`src/rtl/alu_ctrl_seq_if.sv`:
```
// Instruction-in / ALU-operation-out handshake bundle for alu_ctrl_seq.
interface alu_ctrl_seq_if #(
  parameter int OPCODE_W = 5,
  parameter int FUNCT_W  = 5,
  parameter int OP_W     = 5
);
  logic                in_valid;
  logic                in_ready;
  logic [OPCODE_W-1:0] opcode;
  logic [FUNCT_W-1:0]  funct;
  logic                op_valid;
  logic                op_ready;
  logic [OP_W-1:0]     operation;
  logic                busy;
  logic                done;
  logic                illegal;
  logic [7:0]          illegal_cnt;

  modport master (
    output in_valid, opcode, funct, op_ready,
    input  in_ready, op_valid, operation, busy, done, illegal, illegal_cnt
  );

  modport slave (
    input  in_valid, opcode, funct, op_ready,
    output in_ready, op_valid, operation, busy, done, illegal, illegal_cnt
  );
endinterface

```
`src/rtl/alu_ctrl_seq.sv`:
```
// Decodes opcode/funct into a registered ALU op (1-cycle latency); holds op until op_ready,
// stalls intake (in_ready=0) while waiting or during a MULTI_LAT-cycle mul/div.
module alu_ctrl_seq #(
  parameter int OPCODE_W  = 5,
  parameter int FUNCT_W   = 5,
  parameter int OP_W      = 5,
  parameter int MUL_CODE  = 8,
  parameter int DIV_CODE  = 9,
  parameter int MULTI_LAT = 4
) (
  input  logic         clk,
  input  logic         rst,
  alu_ctrl_seq_if.slave bus
);
  localparam int XW    = OPCODE_W + 3;
  localparam int CNT_W = (MULTI_LAT > 1) ? $clog2(MULTI_LAT) : 1;

  typedef enum logic [1:0] {IDLE, ISSUE, MULTI} state_t;

  state_t          state;
  logic [CNT_W-1:0] cnt;
  logic [OP_W-1:0] operation_q;
  logic            op_valid_q;
  logic            busy_q;
  logic            done_q;
  logic            illegal_q;
  logic [7:0]      illegal_cnt_q;

  logic [XW-1:0]   opc_x;
  logic            dec_legal;
  logic [OP_W-1:0] dec_op;
  logic            is_multi;
  logic            in_ready;
  logic            accept;

  // Widen opcode so codes 0..4 match even when OPCODE_W < 3.
  assign opc_x = {3'b000, bus.opcode};

  always_comb begin
    dec_legal = 1'b1;
    dec_op    = '0;
    if (opc_x == XW'(0) || opc_x == XW'(1)) begin
      dec_op = OP_W'(bus.funct);
    end else if (opc_x == XW'(2) || opc_x == XW'(3)) begin
      dec_op = '0;
    end else if (opc_x == XW'(4)) begin
      dec_op = OP_W'(1);
    end else begin
      dec_legal = 1'b0;
    end
  end

  assign is_multi = (operation_q == OP_W'(MUL_CODE)) || (operation_q == OP_W'(DIV_CODE));
  assign in_ready = !rst && ((state == IDLE) ||
                             (state == ISSUE && bus.op_ready && !is_multi));
  assign accept   = bus.in_valid && in_ready;

  always_ff @(posedge clk) begin
    if (rst) begin
      state         <= IDLE;
      cnt           <= '0;
      operation_q   <= '0;
      op_valid_q    <= 1'b0;
      busy_q        <= 1'b0;
      done_q        <= 1'b0;
      illegal_q     <= 1'b0;
      illegal_cnt_q <= '0;
    end else begin
      illegal_q <= 1'b0;
      if (accept && !dec_legal) begin
        illegal_q <= 1'b1;
        if (illegal_cnt_q != 8'hFF) illegal_cnt_q <= illegal_cnt_q + 8'd1;
      end

      case (state)
        IDLE: begin
          if (accept && dec_legal) begin
            operation_q <= dec_op;
            op_valid_q  <= 1'b1;
            state       <= ISSUE;
          end
        end
        ISSUE: begin
          if (bus.op_ready) begin
            if (is_multi) begin
              op_valid_q <= 1'b0;
              busy_q     <= 1'b1;
              cnt        <= CNT_W'(MULTI_LAT - 1);
              done_q     <= (MULTI_LAT == 1);
              state      <= MULTI;
            end else if (accept && dec_legal) begin
              operation_q <= dec_op;
            end else begin
              op_valid_q <= 1'b0;
              state      <= IDLE;
            end
          end
        end
        MULTI: begin
          if (cnt == '0) begin
            busy_q <= 1'b0;
            done_q <= 1'b0;
            state  <= IDLE;
          end else begin
            cnt    <= cnt - CNT_W'(1);
            done_q <= (cnt == CNT_W'(1));
          end
        end
        default: state <= IDLE;
      endcase
    end
  end

  assign bus.in_ready    = in_ready;
  assign bus.op_valid    = op_valid_q;
  assign bus.operation   = operation_q;
  assign bus.busy        = busy_q;
  assign bus.done        = done_q;
  assign bus.illegal     = illegal_q;
  assign bus.illegal_cnt = illegal_cnt_q;
endmodule

```
`src/flat_wrapper.sv`:
```
// flat-port wrapper written by rule: the top's interface ports become plain ports
module alu_ctrl_seq_flat 
#(
  parameter int OPCODE_W  = 5,
  parameter int FUNCT_W   = 5,
  parameter int OP_W      = 5,
  parameter int MUL_CODE  = 8,
  parameter int DIV_CODE  = 9,
  parameter int MULTI_LAT = 4
)
  (clk, rst, bus_in_valid, bus_opcode, bus_funct, bus_op_ready, bus_in_ready, bus_op_valid, bus_operation, bus_busy, bus_done, bus_illegal, bus_illegal_cnt);
  alu_ctrl_seq_if #(.OPCODE_W(OPCODE_W), .FUNCT_W(FUNCT_W), .OP_W(OP_W)) bus_i ();
  input  logic clk;
  input  logic rst;
  input wire logic [$bits(bus_i.in_valid)-1:0] bus_in_valid;
  input wire logic [$bits(bus_i.opcode)-1:0] bus_opcode;
  input wire logic [$bits(bus_i.funct)-1:0] bus_funct;
  input wire logic [$bits(bus_i.op_ready)-1:0] bus_op_ready;
  output wire logic [$bits(bus_i.in_ready)-1:0] bus_in_ready;
  output wire logic [$bits(bus_i.op_valid)-1:0] bus_op_valid;
  output wire logic [$bits(bus_i.operation)-1:0] bus_operation;
  output wire logic [$bits(bus_i.busy)-1:0] bus_busy;
  output wire logic [$bits(bus_i.done)-1:0] bus_done;
  output wire logic [$bits(bus_i.illegal)-1:0] bus_illegal;
  output wire logic [$bits(bus_i.illegal_cnt)-1:0] bus_illegal_cnt;
  assign bus_i.in_valid = bus_in_valid;
  assign bus_i.opcode = bus_opcode;
  assign bus_i.funct = bus_funct;
  assign bus_i.op_ready = bus_op_ready;
  assign bus_in_ready = bus_i.in_ready;
  assign bus_op_valid = bus_i.op_valid;
  assign bus_operation = bus_i.operation;
  assign bus_busy = bus_i.busy;
  assign bus_done = bus_i.done;
  assign bus_illegal = bus_i.illegal;
  assign bus_illegal_cnt = bus_i.illegal_cnt;
  alu_ctrl_seq #(.OPCODE_W(OPCODE_W), .FUNCT_W(FUNCT_W), .OP_W(OP_W), .MUL_CODE(MUL_CODE), .DIV_CODE(DIV_CODE), .MULTI_LAT(MULTI_LAT)) u_core (.clk(clk), .rst(rst), .bus(bus_i));
endmodule
```
`config.mk`:
```
export PLATFORM = sky130hd
export DESIGN_NAME = alu_ctrl_seq_flat
export DESIGN_NICKNAME = d
export VERILOG_FILES = /design/src/rtl/alu_ctrl_seq_if.sv /design/src/rtl/alu_ctrl_seq.sv /design/src/flat_wrapper.sv
export SDC_FILE = /design/constraint.sdc
export NUM_CORES = 1
export LEC_CHECK = 0
export CAP_MARGIN = 25
export CORE_MARGIN = 8
export CORE_UTILIZATION = 64
export CTS_CLUSTER_DIAMETER = 80
export DETAILED_ROUTE_END_ITERATION = 7
export DONT_BUFFER_PORTS = 1
export GPL_ROUTABILITY_DRIVEN = 0
export PLACE_DENSITY = 0.8
export SYNTH_ARGS = -nofsm -noshare
export SYNTH_HDL_FRONTEND = slang
export SYNTH_SLANG_ARGS = --single-unit
export TNS_END_PERCENT = 100
```
`constraint.sdc`:
```
create_clock -name clk -period 4.2 [get_ports clk]
set_input_delay 1.05 -clock clk [delete_from_list [all_inputs] [get_ports clk]]
set_output_delay 1.05 -clock clk [all_outputs]
set_load 0.01 [all_outputs]
```
# After elaboration in Yosys (flattened, before gate mapping)
# Cells that the tools add are included.
# totals
ff_bits	21
latchBits	0
ramBits	0
romBits	0
input_bits	14
out_inout_bits	18
wordCells	86
memories	0
# classes
add_sub_neg	2
mul	0
div	0
magnitude_cmp	0
eq_ne	17
shifts	0
mux	34
bitwise_logic	0
reduce_logical	25
# op_table
cell	n
$mux 5	5
$mux 2	8
$reduce_and 4->1	4
$mux 1	15
$eq 5x2->1 const B	2
$eq 5x4->1 const B	2
$pmux 5 s2	1
$add 8x1->8 const B	1
$logic_not 8->1	1
$ne 2x2->1 const B	4
$ne 8x8->1 const B	1
$logic_and 1x1->1	6
$pmux 1 s2	3
$pmux 2 s3	1
$reduce_and 3->1	2
$eq 5x1->1 const B	1
$eq 5x3->1 const B	1
$eq 2x1->1 const B	2
$logic_not 2->1	2
$logic_or 1x1->1	4
$ne 2x1->1 const B	2
$pmux 2 s2	1
$reduce_bool 2->1	2
$logic_not 1->1	3
4 further kinds	4

# Longest topological paths before layout
# depth
depth_word	12
mapped_depth	6

# Worst setup path before layout
# Ideal clock, no wire load.
# synth_timing
kind	input port to output port
start	input rst
end	output bus_in_ready
t_arrival_ns	1.455
t_required_ns	3.150
setup_slack_ns	1.695
cell_stages	3
n_path_buf	1
path_cell_list	buf_6 > inv_1 > and2_1
# synth_via
elab_chain_cells	2
# synth_lines
element	line	text
start: declaration	flat_wrapper.sv:14	input logic rst;
$logic_not 1->1	alu_ctrl_seq.sv:54	assign in_ready = !rst && ((state == IDLE) ||
$logic_and 1x1->1	alu_ctrl_seq.sv:54	
end: declaration	flat_wrapper.sv:19	output wire logic [$bits(bus_i.in_ready)-1:0] bus_in_ready;
# No other way between the ends.

# Worst setup path in the final report
# layout_timing
start	register u_core.operation_q[1] (netlist: u_core.bus.operation[1])
end	output bus_in_ready
# layout_via
elab_chain_cells	6
elab_cells_between_ends	7
cone_classes	2 x eq/ne; 5 x reduce/logical
# layout_lines
element	line	text
start: declaration	alu_ctrl_seq.sv:22	logic [OP_W-1:0] operation_q;
start signal: assignment	alu_ctrl_seq.sv:78	operation_q <= dec_op;
start signal: assignment	alu_ctrl_seq.sv:92	operation_q <= dec_op;
$eq 5x4->1	alu_ctrl_seq.sv:53	assign is_multi = (operation_q == OP_W'(MUL_CODE)) || (operation_q == OP_W'(DIV_CODE));
$logic_or 1x1->1 *	alu_ctrl_seq.sv:53	
$logic_not 1->1 *	alu_ctrl_seq.sv:55	(state == ISSUE && bus.op_ready && !is_multi));
$logic_and 1x1->1 *	alu_ctrl_seq.sv:55	
$logic_or 1x1->1 *	alu_ctrl_seq.sv:54	
$logic_and 1x1->1 *	alu_ctrl_seq.sv:54	
# Mark *: on every way between the ends. The rest lies on a longest branch, timed or not.

==> results.md <==
* Width of the die at 56.4 um
* Peak ir drop on the vdd network at 0.000231 V
* Number of synthesized flops with an enable pin at 0
* Worst-Skew Late Latency at 0.31 ns
* Number of buffers inserted by post-CTS setup repair at 0
* Vias/cell at 6.66
* Layout fillers at between 100 and 150
* Wire length reported by the detailed router at 2.30 mm
* Number of antenna violations at the first check in global routing at 0
* Area used by sequential logic in the layout at around 420 um2
* Post-DP HPWL at 1.83 mm
* Max Fclk at ~380 MHz
* Slowest library cell on the worst path: sky130_fd_sc_hd__nor4b_4
* Share of synthesized flip-flops with an asynchronous set or reset at 0%
* Crit. End Element: output pin
* Number of top-level pins at 32
* Largest stage delay on the critical path at approximately 0.46 ns
* Global route total overflow at 0
* Tightest Pin Transition at 0.558 ns
* Switching share of total power at 24.4%
* Critical Path Start: u_core.bus.operation[1]
* Clock root buffer: sky130_fd_sc_hd__clkbuf_4
* Gate Count Post-Synth at 113
* CP Cell Sequence: nor4b_4 > o22ai_4 > and2_1
* Total Die Area at 3180 um2
* Internal power contribution at 0.000246 W
* Number of violations reported at the end of detailed-routing iteration 0 at 21
* Launch instance of the worst register-to-register path: u_core.bus.illegal_cnt[0]
* Static Leak at roughly 0.36 nW
* Switching power summed over all nets at 0.0000794 W
* Count of cell types in the netlist at 38
* Accumulated negative setup slack at 0 ns
* H-tree depth at 1
* Synthesis-to-layout area growth at 3.11%
* Critical path type: reg -> out
* Startpoint types: flop
* Final net count at ~130
* Wire per inst at 17.6 um
* Register bit count reported by yosys at 21
* Most used cells in the layout excluding fill and tap cells: sky130_fd_sc_hd__dfxtp_1 (21), sky130_fd_sc_hd__nand2_1 (12), sky130_fd_sc_hd__nor2_1 (9), sky130_fd_sc_hd__nand3_1 (9), sky130_fd_sc_hd__a21oi_1 (9)
* Comb power frac at 5.6%
* Largest net degree at the start of global routing at 18
* Worst endpoint required time at 3.15 ns
* Number of iterations in the first detailed-routing pass at 4
* Final Cycle Share at 62.4%
* Unrepaired setup endpoints after global routing: no
* Maximum capacitance violations at 0
* Number of global-route vias before repair at 792
* Clock tree from TritonCTS: yes
* Peak fanout along the critical path at 7
* # DRC at 0
* Number of instances in the placed design at 127
* Sinks on the clock net at 21
* Global router's overall resource usage at 14.4%
* Core Box Area at around 1500 um2
* Global-route wire length before repair at 3.75 mm
* Hold buffers post-CTS at 0
* Number of clock buffers inserted by TritonCTS at 3
* Max-slew violation count at 0
* Starting utilization of the core area at roughly two thirds
* Outcome: finished, final reports clean
* Post-cts repair resize count at 0
* Flop pwr share at about 63%
* Die extent in y at 56.4 um
* ANT nets after route at 0
* Longest Clk Path Bufs at 2
* Slew margin rel. at 62.5%
* Synthesized Nets at 130
* Share of total power in the clock network at 31.1%
* Via Count at 873
* Area of the multi-input gates at between 500 and 600 um2
* Final setup violating endpoints at 0
* Ratio of cells with drive above 1 in the final layout at about 11%
* Number of warnings issued by yosys at 0
* Post-synthesis cell area at around 1000 um2
* Number of endpoints with negative hold slack in the final report at 0
* Total number of placement rows at 14
* Hold Crit Start: u_core.cnt[1]
* Endpoint arrival time on the critical path at between 1.5 and 2 ns
* Register area share after synthesis at 40.2%
* Number of input and output port buffers inserted at 0
* Most frequent standard cell in the layout excluding fill and tap cells: sky130_fd_sc_hd__dfxtp_1
* Number of cells in the finished layout apart from fillers at 131
* Clock Skew at 0.00504 ns
* Count of antenna diodes in the layout at 0
* Kind of path behind the tightest hold check: reg -> reg
* Main flop type after synthesis: sky130_fd_sc_hd__dfxtp_1
* Power Dens Cells at 302 nW/um2
* Mean post-synth cell area at 9.25 um2
* Final Critical Period at 2.62 ns
* Clock transition at the registers of the reported paths at between 0.1 and 0.15 ns
worst max-delay path: cells and delay by family, from the launching register on:
family,cells,cell delay (ns)
AO/OA/AOI/OAI,1,0.17
AND/OR/NAND/NOR,2,0.69
flip-flops,1,0.39
state kept, by name, indices dropped and copies added (netlist names):
name,cells
u_core.bus.busy,1
u_core.bus.illegal,1
u_core.state,2
u_core.bus.illegal_cnt,8
u_core.bus.operation,5
u_core.bus.op_valid,1
u_core.bus.done,1
u_core.cnt,2
power by group through the flow:
stage | clock network (W) | registers, W | logic (W)
floorplan | 0 | 0.000209 | 0.0000179
global placement | 0 | 0.000210 | 0.0000169
detailed placement | 0 | 0.000210 | 0.0000181
CTS | 0.000102 | 0.000206 | 0.0000181
global route | 0.000111 | 0.000206 | 0.0000198
finish | 0.000101 | 0.000206 | 0.0000181
worst paths after layout:
check                              endpoint  slack, ns  cells past startpoint
hold reg to reg               u_core.cnt[1]       0.50                      2
hold / removal                u_core.cnt[1]       0.50                      2
setup reg to reg  u_core.bus.illegal_cnt[1]       2.52                      6
setup / recovery               bus_in_ready       1.58                      3
synthesized netlist by cell type, types with 2 or more instances:
cell	n	area, um2
sky130_fd_sc_hd__dfxtp_1	21	420
sky130_fd_sc_hd__nand2_1	12	45.0
sky130_fd_sc_hd__a21oi_1	9	45.0
sky130_fd_sc_hd__nand3_1	9	45.0
sky130_fd_sc_hd__nor2_1	9	33.8
sky130_fd_sc_hd__inv_1	5	18.8
sky130_fd_sc_hd__a211oi_1	3	22.5
sky130_fd_sc_hd__and2_1	3	18.8
sky130_fd_sc_hd__ha_1	3	37.5
sky130_fd_sc_hd__mux2i_1	3	30.0
sky130_fd_sc_hd__nand4_1	3	18.8
sky130_fd_sc_hd__nand2b_4	2	27.5
sky130_fd_sc_hd__nor2b_1	2	12.5
sky130_fd_sc_hd__o21ai_1	2	10.0
sky130_fd_sc_hd__o311ai_1	2	17.5
sky130_fd_sc_hd__o41ai_1	2	17.5
sky130_fd_sc_hd__or2b_1	2	15.0
logic make-up (layout without fill, tap and decap cells):
logic type / Yosys count / after routing / share of synthesized area, %
DFF: 21 / 21 / 40.2
and+or+nand+nor: 52 / 52 / 30.3
xor gates and xnor gates: 2 / 2 / 1.68
adders and majority gates: 3 / 3 / 3.59
AOI/OAI and AO/OA: 25 / 25 / 18.1
buffers and inverters: 7 / 9 / 3.23
muxes: 3 / 3 / 2.87
layer usage:
metal | wire, um | global-route usage, %
met1 | 867 | 14.8
met2 | 1110 | 23.3
met3 | 251 | 6.07
met4 | 68 | 9.62
met5 | 0 | 0
area by class of cell:
type                    instances  share of cell area [%]
clock buffers                   3                    2.09
clock inverters                 1                   0.465
inverters                       5                    1.74
multi-input cells              85                    54.8
flip-flops and latches         21                    39.0
well taps                      16                    1.86
metrics by stage:
stage / power (W) / worst slack (ns) / hold WS, ns / utilization (%) / area [um2]
2_1_floorplan: 0.000227 / 1.69 / 0.463 / - / 1040
3_3_place_gp: 0.000227 / 1.67 / 0.485 / 68.9 / 1050
3_5_place_dp: 0.000228 / 1.65 / 0.487 / 68.9 / 1050
4_1_cts: 0.000326 / 1.56 / 0.505 / 70.7 / 1080
5_1_grt: 0.000337 / 1.48 / 0.527 / 70.7 / 1080
6_report: 0.000325 / 1.58 / 0.504 / 70.7 / 1080
No activity file was read; power rests on OpenSTA's default activity.
